===== src/rtl/ps2_key_event_queue.sv =====
// Turns held-key samples from the keyboard stage into make/break events and queues them.
// Events appear at ev_valid one edge after enqueue; ev_valid/ev_ready handshake; a push while full is dropped and flagged.
module ps2_key_event_queue #(
  parameter int DEPTH = 8
) (
  input  logic                     Clk,
  input  logic                     reset_n,
  input  logic [7:0]               keyCode,
  input  logic                     press,
  input  logic                     ev_ready,
  input  logic                     clr_ovf,
  output logic                     ev_valid,
  output logic                     ev_make,
  output logic [7:0]               ev_code,
  output logic [$clog2(DEPTH):0]   count,
  output logic                     overflow
);

  localparam int PW = $clog2(DEPTH);
  localparam logic [PW:0]   CNT_MAX = (PW+1)'(DEPTH);
  localparam logic [PW:0]   CNT_ONE = (PW+1)'(1);
  localparam logic [PW-1:0] PTR_ONE = PW'(1);

  typedef enum logic {IDLE, PEND_MAKE} state_t;

  state_t       state, state_nxt;
  logic [7:0]   prev_code;
  logic         prev_press;
  logic [8:0]   pending;
  logic         make_det, brk_det;
  logic         push, pend_load;
  logic [8:0]   push_dat;

  logic [8:0]    mem [DEPTH];
  logic [PW-1:0] wr_ptr, rd_ptr, rd_nxt;
  logic [PW:0]   count_nxt, occ_after_pop;
  logic          pop, full, push_ok, drop;
  logic          head_vld_nxt;
  logic [8:0]    head_nxt;

  always_comb begin
    make_det = press && (keyCode != 8'h00) && (!prev_press || (keyCode != prev_code));
    brk_det  = prev_press && (!press || (keyCode != prev_code));
  end

  // A rollover yields two events; the make waits one cycle in 'pending'.
  always_comb begin
    state_nxt = state;
    push      = 1'b0;
    push_dat  = 9'h000;
    pend_load = 1'b0;
    case (state)
      IDLE: begin
        if (brk_det) begin
          push     = 1'b1;
          push_dat = {1'b0, prev_code};
          if (make_det) begin
            pend_load = 1'b1;
            state_nxt = PEND_MAKE;
          end
        end else if (make_det) begin
          push     = 1'b1;
          push_dat = {1'b1, keyCode};
        end
      end
      PEND_MAKE: begin
        push      = 1'b1;
        push_dat  = pending;
        state_nxt = IDLE;
      end
      default: state_nxt = IDLE;
    endcase
  end

  always_ff @(posedge Clk or negedge reset_n) begin
    if (!reset_n) begin
      state      <= IDLE;
      prev_code  <= 8'h00;
      prev_press <= 1'b0;
      pending    <= 9'h000;
    end else begin
      state <= state_nxt;
      if (state == IDLE) begin
        prev_code  <= keyCode;
        prev_press <= press;
      end
      if (pend_load)
        pending <= {1'b1, keyCode};
    end
  end

  always_comb begin
    pop     = ev_valid && ev_ready;
    full    = (count == CNT_MAX);
    push_ok = push && (!full || pop);
    drop    = push && full && !pop;
    rd_nxt  = pop ? (rd_ptr + PTR_ONE) : rd_ptr;
    occ_after_pop = pop ? (count - CNT_ONE) : count;
    case ({push_ok, pop})
      2'b10:   count_nxt = count + CNT_ONE;
      2'b01:   count_nxt = count - CNT_ONE;
      default: count_nxt = count;
    endcase
  end

  // Next head: empty stays stale, a push into an empty queue becomes the head directly.
  always_comb begin
    head_vld_nxt = (count_nxt != '0);
    head_nxt     = {ev_make, ev_code};
    if (head_vld_nxt) begin
      if (occ_after_pop == '0)
        head_nxt = push_dat;
      else
        head_nxt = mem[rd_nxt];
    end
  end

  always_ff @(posedge Clk) begin
    if (push_ok)
      mem[wr_ptr] <= push_dat;
  end

  always_ff @(posedge Clk or negedge reset_n) begin
    if (!reset_n) begin
      wr_ptr   <= '0;
      rd_ptr   <= '0;
      count    <= '0;
      ev_valid <= 1'b0;
      ev_make  <= 1'b0;
      ev_code  <= 8'h00;
      overflow <= 1'b0;
    end else begin
      if (push_ok)
        wr_ptr <= wr_ptr + PTR_ONE;
      rd_ptr   <= rd_nxt;
      count    <= count_nxt;
      ev_valid <= head_vld_nxt;
      {ev_make, ev_code} <= head_nxt;
      if (drop)
        overflow <= 1'b1;
      else if (clr_ovf)
        overflow <= 1'b0;
    end
  end

endmodule


===== config.mk =====
export PLATFORM = sky130hd
export DESIGN_NAME = ps2_key_event_queue
export DESIGN_NICKNAME = d
export VERILOG_FILES = /design/src/rtl/ps2_key_event_queue.sv
export SDC_FILE = /design/constraint.sdc
export NUM_CORES = 1
export LEC_CHECK = 0
export CAP_MARGIN = 40
export CORE_UTILIZATION = 50
export CTS_CLUSTER_SIZE = 14
export DETAILED_ROUTE_END_ITERATION = 7
export PLACE_DENSITY = 0.73
export SETUP_SLACK_MARGIN = 0.3
export SYNTH_ARGS = -nofsm -noshare
export SYNTH_HDL_FRONTEND = slang
export SYNTH_SLANG_ARGS = --single-unit

===== constraint.sdc =====
create_clock -name Clk -period 5.21 [get_ports Clk]
set_input_delay 1.3025 -clock Clk [delete_from_list [all_inputs] [get_ports Clk]]
set_output_delay 1.3025 -clock Clk [all_outputs]
set_load 0.01 [all_outputs]

==> summary.md <==
| Metric | Value |
|---|---|
| First-pass GRT wire length | 13.4 mm |
| DRC errors left | 0 |
| Clock sinks | 112 |
| Avg Inst Size Synth | 15.8 um2 |
| Synth Net Count | 331 |
| CP max stage cell | or3_1 |
| Total vias in the final route | 2734 |
| Final worst-path cycle share | 0.744 |
| Post-route minimum period | 3880 ps |
| Crit path largest cell delay | 630 ps |
| Dpl ws | 905 ps |
| Final Setup Violations | 0 |
| Share of cells above drive strength 1 | 0.203 |
| Post-synthesis sequential area ratio | 0.640 |
| Worst slew margin | 0.436 |
| Worst setup EP type | flop |
| Tightest Pin Transition | 844 ps |
| Number of enable flip-flop cells after synthesis | 72 |
| Logic pwr share | 0.438 |
| DIE AREA | 0.0103 mm2 |
| Hold depth | 1 |
| Register area | 0.00316 mm2 |
| All-Layer GR Usage | 0.181 |
| Leakage | 2.17 nW |
| Power per Cell Area | 598 mW/mm2 |
| Vias/cell | 5.59 |
| Final GP Congestion | 0.823 |
| Core area | 0.00942 mm2 |
| Clk Latency, worst-skew pair | 380 ps |
| Synth Instances | 314 |
| CTS buffer count | 9 |
| Max Clock Skew | 13.4 ps |
| Internal power | 2.23 mW |
| GRT overflow | 0 |
| Post-DRT Antenna Nets | 0 |
| Critical-path cell list | clkdlybuf4s50_1 -> or4_4 -> o21ai_4 -> a22o_4 -> mux2i_1 -> xor2_1 -> or3_1 -> mux2_4 |
| Depth of the worst register-to-register path | 6 |
| Die Y | 101 um |
| Crit path DAT | 4140 ps |
| Worst r2r src | state$_DFF_PN0_ |
| Clk slew on worst S/H paths | 110 ps |
| DRT Wirelength | 8.75 mm |
| Post-CTS Resized | 0 |
| Clock share of power | 0.158 |
| Critical Path Source Type | input pin |
| Quantity of hold-fixing buffers added after cts | 0 |
| Worst hold endpoint | pending[8]$_DFFE_PN0P_ |
| Fillers | 712 |
| Max Fclk | 258 MHz |
| Die W | 101 um |
| Synthesized cell area | 0.00495 mm2 |
| Yosys cell types | 43 |
| Hold Crit Start | pending[8]$_DFFE_PN0P_ |
| Starting Density | 0.525 |
| Max_cap viols | 0 |
| VDD IR-drop max | 0.381 mV |
| Total number of H-tree levels | 3 |
| Critical path class | input pin to flop |
| CTS tree | yes |
| Clock Path Buffers | 2 |
| Setup_tns | 0 ps |
| Final std cells w/o fill | 489 |
| Multi-input logic area | 0.00168 mm2 |
| HPWL Detailed | 5.92 mm |
| Total net switching power | 1.15 mW |
| Asr flop ratio synth | 0.357 |
| Nets | 372 |
| Final Slew Violations | 0 |
| Max Fanout on Critical Path | 11 |
| Core Util, Final | 0.601 |
| Yosys reg bits | 112 |
| Initial antenna violation count | 0 |
| Synth Flop Type | edfxtp_1 |
| I/O Buffers | 27 |
| Status | finished clean |
| Area delta synth->final | 14.4% |
| Length of the first detailed-routing pass in iterations | 4 |
| Hold Fails Final Rpt | 0 |
| Postcts setup bufs | 0 |
| Net Sw Frac | 0.341 |
| Min-Delay Path Class | flop to flop |
| Placed Cells | 473 |
| Average wire per standard cell | 17.9 um |
| Worst R2R Setup Slack | 2300 ps |
| Flop pwr share | 0.404 |
| Initial DRC Count | 217 |
| Worst hold slack | 497 ps |
| Inserted Diodes | 0 |
| Largest net degree at the start of global routing | 37 |
| I/O pins | 28 |
| RSZ-0062 raised after global routing | no |
| Root Driver | clkbuf_8 |
| Number of global-route vias before repair | 2610 |
| R2R Path End | ev_code[3]$_DFFE_PN0P_ |
| Required time worst endpoint | 5480 ps |
| YS warnings | 0 |
| Setup ws final | 1330 ps |
| Row cnt | 35 |
[critical path: cells and delay by family]
kind	cells	cell delay (ps)
xor+xnor	1	100
compound gates	2	420
buf+inv	1	490
mux	2	600
simple gates	2	1220
[synthesized netlist by cell type (2+ instances only)]
library cell	instances	area [um2]
inv_1	14	52.6
dfrtp_1	40	1000
nor2_1	12	45.0
a21oi_1	3	15.0
edfxtp_1	72	2160
a211oi_1	2	15.0
nand4_1	3	18.8
nor3_1	4	20.0
nand3_1	3	15.0
o21ai_0	2	10.0
buf_1	3	11.3
clkbuf_1	2	7.51
buf_6	2	22.5
mux2i_1	46	460
mux2_2	18	203
xnor2_1	10	87.6
mux4_2	9	203
xor2_1	2	17.5
or3_1	5	31.3
nand2_1	14	52.6
buf_2	4	20.0
ha_1	4	50.1
nor3b_1	4	30.0
mux2_4	9	135
and2_1	2	12.5
a222oi_1	8	80.1
[state kept, by name, summed over array words and instances (netlist names), 3 cells and up]
register	flops
rd_ptr	3
mem	72
ev_code	8
pending	9
prev_code	8
wr_ptr	3
count	4
[power by group through the flow]
stage	combinational, mW	clock [mW]	sequential (mW)
3_5_place_dp	1.49	0	1.39
5_1_grt	1.60	0.573	1.39
4_1_cts	1.49	0.545	1.37
6_report	1.48	0.535	1.37
3_3_place_gp	1.46	0	1.38
2_1_floorplan	1.07	0	1.37
[metrics by stage]
stage	total power [mW]	area (um2)
2_1_floorplan	2.43	4950
3_3_place_gp	2.84	5410
3_5_place_dp	2.88	5440
4_1_cts	3.41	5660
5_1_grt	3.56	5660
6_report	3.38	5660
[layout by cell type (no fill, tap or decap), types with 2 or more instances in the layout]
cell type,count
edfxtp_1,72
mux2i_1,46
dfrtp_1,40
clkdlybuf4s50_1,26
mux2_2,18
inv_1,14
nand2_1,14
nor2_1,12
buf_4,12
xnor2_1,10
mux4_2,9
mux2_4,9
clkbuf_8,9
a222oi_1,8
or3_1,5
nor3_1,4
nor3b_1,4
ha_1,4
nand4_1,3
a21oi_1,3
nand3_1,3
clkinv_8,3
and2_1,2
xor2_1,2
a211oi_1,2
o21ai_0,2
inv_8,2
buf_2,2
[area by class of cell]
| class | count | share of cell area |
|---|---|---|
| clock buffer | 9 | 0.0219 |
| clock inverter | 7 | 0.0170 |
| inverter | 14 | 0.00929 |
| multi-input combinational | 177 | 0.297 |
| sequential | 112 | 0.559 |
| tap | 129 | 0.0285 |
| timing repair buffer | 41 | 0.0672 |
[kinds of logic (layout without fill, tap and decap cells)]
family                   count (synthesis)  in the layout  synth area share
buffers and inverters                   25             71            0.0230
multiplexers                            83             83             0.205
adder cells (fa/ha/maj)                  4              4            0.0101
flip-flops                             112            112             0.640
XOR/XNOR                                13             13            0.0245
AND/OR/NAND/NOR                         52             52            0.0534
AO/OA/AOI/OAI                           25             25            0.0443
[layer usage]
layer  vias to the layer above  share of wire  track usage
met3                        14          0.044       0.0414
met5                         -              0            0
li1                       1279              -            -
met2                        61           0.48        0.303
met1                      1380           0.46        0.227
met4                         0          0.016       0.0747
[worst max path at each step]
| stage | start | end | cells past startpoint |
|---|---|---|---|
| 4_1_cts | keyCode[6] | ev_code[3]$_DFFE_PN0P_ | 8 |
| 3_3_place_gp | keyCode[6] | ev_code[1]$_DFFE_PN0P_ | 8 |
| 2_1_floorplan | keyCode[2] | ev_code[0]$_DFFE_PN0P_ | 9 |
| 6_report | keyCode[6] | ev_code[3]$_DFFE_PN0P_ | 8 |
| 3_5_place_dp | keyCode[6] | ev_make$_DFFE_PN0P_ | 8 |
| 5_1_grt | ev_ready | ev_code[5]$_DFFE_PN0P_ | 9 |
Power figures use the tool's default switching activity.
